[config.mk]
export PLATFORM = sky130hd
export DESIGN_NAME = debounced_updown_counter
export DESIGN_NICKNAME = d
export VERILOG_FILES = /design/src/rtl/debounced_updown_counter.sv
export SDC_FILE = /design/constraint.sdc
export NUM_CORES = 1
export LEC_CHECK = 0
export CAP_MARGIN = 20
export CORE_MARGIN = 3
export CORE_UTILIZATION = 33
export CTS_BUF_LIST = sky130_fd_sc_hd__clkbuf_2
export DETAILED_ROUTE_END_ITERATION = 7
export GPL_TIMING_DRIVEN = 0
export PLACE_DENSITY = 0.55
export SYNTH_ARGS = -nofsm -noshare
export SYNTH_HDL_FRONTEND = slang
export SYNTH_SLANG_ARGS = --single-unit
[constraint.sdc]
create_clock -name clk -period 2.05 [get_ports clk]
set_clock_uncertainty 0.1 [all_clocks]
set_input_delay 0.3075 -clock clk [delete_from_list [all_inputs] [get_ports clk]]
set_output_delay 0.3075 -clock clk [all_outputs]
set_load 0.05 [all_outputs]
[src/rtl/debounced_updown_counter.sv]
// Up/down counter fed by raw push buttons: each button is synchronised, debounced
// and edge-detected so a single physical press moves the count by exactly one.
module debounced_updown_counter #(
  parameter int N               = 4,
  parameter int DEBOUNCE_CYCLES = 50000,
  parameter int SATURATE        = 0
) (
  input  logic         clk,
  input  logic         rst_n,
  input  logic         btn_increment,
  input  logic         btn_decrement,
  input  logic         btn_clear,
  output logic [N-1:0] count,
  output logic         at_zero,
  output logic         at_max,
  output logic         overflow,
  output logic         underflow
);

  localparam int            CW       = (DEBOUNCE_CYCLES > 1) ? $clog2(DEBOUNCE_CYCLES) : 1;
  localparam logic [CW-1:0] CNT_LAST = CW'(DEBOUNCE_CYCLES - 1);
  localparam logic [N-1:0]  MAX      = '1;

  // Button lanes: bit 0 = increment, bit 1 = decrement, bit 2 = clear.
  logic [2:0]    btn_raw;
  logic [2:0]    sync1_q, sync2_q;
  logic [2:0]    db_q, db_d;
  logic [2:0]    db_dly_q;
  logic [CW-1:0] dbc_q [3];
  logic [CW-1:0] dbc_d [3];
  logic [2:0]    press;

  logic [N-1:0]  count_q, count_d;
  logic          ovf_q, ovf_d;
  logic          unf_q, unf_d;

  assign btn_raw = {btn_clear, btn_decrement, btn_increment};

  // A level change is accepted only after sync2 has differed from db for a full window.
  always_comb begin
    db_d = db_q;
    for (int b = 0; b < 3; b++) begin
      dbc_d[b] = '0;
      if (sync2_q[b] != db_q[b]) begin
        if (dbc_q[b] == CNT_LAST) begin
          db_d[b] = sync2_q[b];
        end else begin
          dbc_d[b] = dbc_q[b] + CW'(1);
        end
      end
    end
  end

  assign press = db_q & ~db_dly_q;

  always_comb begin
    count_d = count_q;
    ovf_d   = 1'b0;
    unf_d   = 1'b0;
    if (press[2]) begin
      count_d = '0;
    end else if (press[0] && !press[1]) begin
      if (count_q == MAX) begin
        if (SATURATE == 0) begin
          count_d = '0;
          ovf_d   = 1'b1;
        end
      end else begin
        count_d = count_q + N'(1);
      end
    end else if (press[1] && !press[0]) begin
      if (count_q == '0) begin
        if (SATURATE == 0) begin
          count_d = MAX;
          unf_d   = 1'b1;
        end
      end else begin
        count_d = count_q - N'(1);
      end
    end
  end

  always_ff @(posedge clk or negedge rst_n) begin
    if (!rst_n) begin
      sync1_q  <= '0;
      sync2_q  <= '0;
      db_q     <= '0;
      db_dly_q <= '0;
      for (int b = 0; b < 3; b++) begin
        dbc_q[b] <= '0;
      end
      count_q  <= '0;
      ovf_q    <= 1'b0;
      unf_q    <= 1'b0;
    end else begin
      sync1_q  <= btn_raw;
      sync2_q  <= sync1_q;
      db_q     <= db_d;
      db_dly_q <= db_q;
      for (int b = 0; b < 3; b++) begin
        dbc_q[b] <= dbc_d[b];
      end
      count_q  <= count_d;
      ovf_q    <= ovf_d;
      unf_q    <= unf_d;
    end
  end

  assign count     = count_q;
  assign at_zero   = (count_q == '0);
  assign at_max    = (count_q == MAX);
  assign overflow  = ovf_q;
  assign underflow = unf_q;

endmodule
==> flow_summary_export.csv, run 1 <==
group,metric,value,unit
critical_path,r2r_end,"dbc_q[11]",
critical_path,cp-start-kind,"flip-flop",
timing,setup_viol,0,
global_route,grt_pass1_vias,2205,
power_and_ir_drop,power_switching,507.2,uW
critical_path,arrival,1.60,ns
global_route,antenna_found_initial,0,
critical_path,crit_fanout,7,
global_route,grt_pass1_wl,10180,um
cells_and_area,final_cell_mix,"dfrtp_1 (64), nor2_1 (46), xnor2_1 (28)",
synthesis,syn-cell-area,3127,sq um
route,antenna_left,0,
route,vias_per_cell,4.794,
die,die_h,103.3,um
cells_and_area,fin_area,3608,sq um
route,routedWlPerCell,12.18,um
power_and_ir_drop,swShare,0.2389,
clocking,cts_tree,"yes",
synthesis,ys.flop_type,"dfrtp_1",
global_route,grt-ovfl-total,0,
critical_path,rrSetupSlack,0.14,ns
synthesis,synth_nets,314,
clocking,numCtsBuffers,9,
power_and_ir_drop,seqPwrFrac,0.632,
placed_design,dp_cells,442,
timing,worst_pin_slew,0.8152,ns
power_and_ir_drop,power.internal,1616,uW
timing,hold_viol,0,
synthesis,yosysSeqAreaShare,0.5282,
timing,worst_slew_margin_rel,0.4565,
synthesis,syn_area_per_cell,10.29,sq um
power_and_ir_drop,power_frac_clock,0.333,
outcome,status,"completed",
die,rows,34,
route,vias,2234,
route,dr.pass1.iters,4,
route,drt_iter0_markers,81,
timing,post-route-period-util,0.9790,
hold_path,worstHoldPathCells,1,
critical_path,endpoint_kind,"output port",
synthesis,async_reset_ff_frac,1.000,
job,drv_cap,0,
critical_path,path_class,"reg -> out",
cells_and_area,antenna_cells,0,
global_route,grtUsageTotal,0.1202,
clocking,htree_levels,3,
power_and_ir_drop,p_total,2123,uW
placed_design,dpl.hpwl,3795,um
synthesis,synth_edf_count,0,
hold_path,min_path_type,"in -> reg",
route,drc,0,
die,start_util,0.3483,
cells_and_area,nets,346,
timing,holdWs,0.1564,ns
die,fp.coreArea,8976,sq um
critical_path,crit_required,1.64,ns
clocking,path_clk_slew,0.17,ns
synthesis,synth_cell_types,38,
clocking,cts_buffer_depth,2,
timing,final_max_slew_viol_count,0,
hold_path,min_from,"btn_increment",
cells_and_area,fin_cells,466,
clocking,clk_latency,0.47,ns
die,die_area,10680,sq um
clocking,clock-sinks,66,
critical_path,ff2ff_path_depth,6,
hold_path,min_to,"sync1_q[0]",
die,num_io_pins,13,
cells_and_area,layout_commonest_cell,"dfrtp_1",
placed_design,post_dp_cell_area,3413,sq um
cells_and_area,area_delta_synth_final,15.41,%
placed_design,gp_congestion,0.7976,
die,fp.dieW,103.3,um
timing,fin_crit,2.007,ns
synthesis,synth_cells,304,
timing,grt_setup_unrepaired,"yes",
timing,max_freq,498.2,MHz
power_and_ir_drop,leakage,0.001496,uW
power_and_ir_drop,ir_worst_vdd,0.2513,mV
synthesis,yosys_warnings,0,
placed_design,port_buffers,12,
synthesis,ys_ff_latch,66,
critical_path,crit-reg2reg-launch,"dbc_q[0]",
global_route,grt_max_degree,67,
cells_and_area,layout-drive-gt1-share,0.1412,
power_and_ir_drop,p_per_area,588.3,nW/um^2
power_and_ir_drop,pwr-share-comb,0.036,
clocking,clock_tree.root_cell,"clkbuf_2",
route,wl,5676,um
## stage by stage
stage | worst slack (ns) | TNS, ns | util
final | 0.04295 | 0 | 0.4020
after detailed placement | -0.1699 | -0.2787 | 0.3803
after global placement | -1.655 | -109.27 | 0.3805
after global routing | -0.04188 | -0.08919 | 0.4020
after floorplan | 0.03460 | 0 | -
after CTS | -0.03034 | -0.03034 | 0.3928
## power groups by stage
stage | clock (uW) | sequential (uW) | combinational [uW]
floorplan | 0 | 1360 | 32.8
global placement | 0 | 1360 | 75.9
detailed placement | 0 | 1360 | 77.0
CTS | 747 | 1340 | 78.7
global route | 792 | 1350 | 90.3
finish | 706 | 1340 | 75.6
## layer usage
layer | routed length (um) | GRT usage
met2 | 2534 | 0.1838
met3 | 137 | 0.02213
met5 | 0 | 0
met4 | 120 | 0.06076
met1 | 2883 | 0.1631
## final cells by class
class	count	area [sq um]
Buffer	4	18.77
Clock buffer	10	50.05
Clock inverter	5	46.29
Fill cell	877	5368
Multi-Input combinational cell	222	1455
Tap cell	126	157.7
Inverter	12	45.04
Timing Repair Buffer	21	181.4
Sequential cell	66	1654
## what timing repair did
| item | in CTS | in global routing |
|---|---|---|
| resized for setup | 25 | 8 |
| setup buffers | 0 | 8 |
| cloned | 0 | 0 |
| endpoints found under the setup margin | 8 | 33 |
| pin swaps | 1 | 1 |
| hold buffers | 1 | 0 |
| endpoints found under the hold margin | 66 | 0 |
## synth_stat cells, types with 2 or more instances
cell type  instances  area share
a211oi_1           4      0.0096
a21oi_1            7       0.011
and2_1             5       0.010
and3_1             6       0.012
buf_2              3      0.0048
dfrtp_1           66        0.53
ha_1               5       0.020
inv_1             12       0.014
mux2_2             3       0.011
nand2_1           11       0.013
nand3_1           20       0.032
nand4_1           13       0.026
nand4_2            2      0.0080
nand4b_1           2      0.0056
nor2_1            46       0.055
nor2b_1            3      0.0060
nor3_1            14       0.022
nor4_1             7       0.014
nor4bb_1           6       0.019
o21ai_0            7       0.011
o31ai_1            2      0.0048
or3_1              4      0.0080
xnor2_1           28       0.078
xor2_1            14       0.039
## how the worst max path moves through the flow
stage | startpoint | end | slack (ns) | cells past startpoint
6_report | count[0] | at_zero | 0.04 | 4
2_1_floorplan | count[0] | count[0] | 0.03 | 5
5_1_grt | count[1] | at_zero | -0.04 | 4
4_1_cts | count[1] | at_zero | -0.03 | 4
3_5_place_dp | count[1] | at_zero | -0.17 | 4
3_3_place_gp | rst_n | dbc_q[26] | -1.66 | 1
## state kept, by name, indices dropped and copies added (netlist names)
name	cells
count	4
sync1_q	3
overflow	1
db_dly_q	3
sync2_q	3
underflow	1
dbc_q	48
db_q	3
## kinds of logic (layout without fill, tap and decap cells)
group / Yosys count / in the layout / synth area share
buffers and inverters: 16 / 52 / 0.02040
AND/OR/NAND/NOR: 149 / 149 / 0.2581
AO/OA/AOI/OAI: 23 / 23 / 0.04482
multiplexers: 3 / 3 / 0.01080
XOR/XNOR: 42 / 42 / 0.1176
flip-flops: 66 / 66 / 0.5282
adder cells (fa/ha/maj): 5 / 5 / 0.02001
## worst max-delay path: stages, from the launching register on
cell and delay, ns:
dfrtp_2 0.49, inv_2 0.08, ha_4 0.13, nor3b_4 0.24
buf_6 0.20
Note: power is estimated with default switching activity, not from simulation.
==> run 2, diff against run 1 <==
--- a/config.mk
+++ b/config.mk
@@ -10,8 +10,9 @@
 export CORE_UTILIZATION = 33
 export CTS_BUF_LIST = sky130_fd_sc_hd__clkbuf_2
 export DETAILED_ROUTE_END_ITERATION = 7
-export GPL_TIMING_DRIVEN = 0
+export GPL_TIMING_DRIVEN = 1
 export PLACE_DENSITY = 0.55
+export SKIP_CTS_REPAIR_TIMING = 1
 export SYNTH_ARGS = -nofsm -noshare
 export SYNTH_HDL_FRONTEND = slang
 export SYNTH_SLANG_ARGS = --single-unit
==> flow_summary_export.csv, run 2 (synthesis gave the netlist of run 1 again) <==
group,metric,value,unit
placed_design,port_buffers,12,
cells_and_area,antenna_cells,0,
timing,hold_viol,0,
critical_path,critPathSlowestCell,"dfrtp_2",
global_route,antenna_found_initial,0,
hold_path,min_to,"sync1_q[0]",
timing,post-route-period-util,1.011,
power_and_ir_drop,p_per_area,556.8,nW/um^2
timing,final_max_slew_viol_count,0,
cells_and_area,multi_input_area,1433,sq um
timing,setup_viol,1,
hold_path,min_from,"btn_increment",
placed_design,dpl.hpwl,3811,um
die,rows,34,
die,fp.dieW,103.3,um
timing,worst_pin_slew,0.5056,ns
cells_and_area,largest_register_ffs,48,
timing,max_freq,482.6,MHz
cells_and_area,final-seq-area,1654,sq um
critical_path,endpoint_kind,"output port",
route,vias,2251,
clocking,cts_buffer_depth,2,
route,vias_per_cell,4.830,
critical_path,arrival,1.66,ns
global_route,grt_max_degree,67,
critical_path,crit_fanout,7,
outcome,failed_checks,"negative setup slack",
cells_and_area,fin_cells,466,
power_and_ir_drop,ir_worst_vdd,0.3143,mV
route,dr.pass1.iters,4,
placed_design,gp_congestion,0.7805,
die,num_io_pins,13,
critical_path,rrSetupSlack,0.21,ns
route,wl,5676,um
cells_and_area,layout-drive-gt1-share,0.1324,
critical_path,cp-start-kind,"flip-flop",
cells_and_area,nets,345,
critical_path,slowest_delay,0.50,ns
global_route,grt_pass1_wl,9694,um
die,fp.coreArea,8976,sq um
cells_and_area,regMostFlops,"dbc_q",
clocking,clock-sinks,66,
clocking,htree_levels,3,
timing,worst_slack,-0.02216,ns
critical_path,crit_required,1.64,ns
placed_design,post_dp_cell_area,3455,sq um
critical_path,path_class,"reg -> out",
power_and_ir_drop,leakage,0.001523,uW
cells_and_area,fin_area,3611,sq um
timing,fin_crit,2.072,ns
cells_and_area,final_util,0.4023,
critical_path,ff2ff_path_depth,5,
global_route,grtUsageTotal,0.1160,
clocking,cts_tree,"yes",
clocking,clk_latency,0.48,ns
cells_and_area,layout_commonest_cell,"dfrtp_1",
die,start_util,0.3483,
clocking,clock_tree.root_cell,"clkbuf_2",
global_route,grt_pass1_vias,2079,
placed_design,dp_cells,443,
route,drt_iter0_markers,81,
global_route,grt-ovfl-total,0,
critical_path,crit-reg2reg-launch,"dbc_q[32]",
route,antenna_left,0,
outcome,status,"complete, but fails checks",
route,drc,0,
hold_path,min_path_type,"in -> reg",
cells_and_area,area_delta_synth_final,15.49,%
die,die_area,10680,sq um
critical_path,path_cells,"inv_1 -> ha_2 -> nor3b_4 -> buf_12",
cells_and_area,final_cell_mix,"dfrtp_1 (64), nor2_1 (46), xnor2_1 (28)",
cells_and_area,nFillCells,897,
timing,grt_setup_unrepaired,"yes",
hold_path,worstHoldPathCells,1,
clocking,path_clk_slew,0.20,ns
critical_path,r2r_end,"dbc_q[41]",
timing,worst_slew_margin_rel,0.6624,
die,die_h,103.3,um
clocking,numCtsBuffers,9,
job,drv_cap,0,
route,routedWlPerCell,12.18,um
[run 2: cell type report]
type	instances	share of cell area
sequential	66	0.4581
multi-input combinational	222	0.3967
timing repair buffer	24	0.06653
tap	126	0.04366
clock buffer	9	0.01247
inverter	12	0.01247
clock inverter	7	0.01005
[run 2: how the worst max path moves through the flow]
stage                   start         to  slack (ns)
floorplan            count[0]   count[0]        0.03
finish               count[0]    at_zero       -0.02
global placement    dbc_q[32]  dbc_q[43]        0.25
detailed placement  dbc_q[32]  dbc_q[34]        0.19
global route         count[0]    at_zero       -0.15
CTS                  count[2]   count[2]       -0.23
[run 2: power by group]
group	switching [uW]	internal [uW]
registers	17.9	1320
logic	51.4	28.5
clock network	447	143
total	516	1490
[run 2: per-stage QoR]
stage	hold slack, ns	total power, uW	setup TNS (ns)	setup slack [ns]
final	0.1530	2010	-0.02216	-0.02216
after floorplan	-0.08809	1394	0	0.03460
after detailed placement	0.2347	1445	0	0.1926
after global routing	0.06429	2144	-0.2224	-0.1509
after CTS	-0.3396	2066	-0.6428	-0.2311
after global placement	0.2325	1445	0	0.2466
[run 2: routing by layer]
layer  global-route usage  wire (um)
met2               0.1770       2564
met3              0.03823        197
met5                    0          0
met4              0.03884         95
met1               0.1555       2819
[run 2: critical path: cells and delay by family (launching register included)]
kind / cells / cell delay (ns)
flip-flops: 1 / 0.50
AND/OR/NAND/NOR: 1 / 0.26
adder cells (fa/ha/maj): 1 / 0.17
buffers and inverters: 2 / 0.24
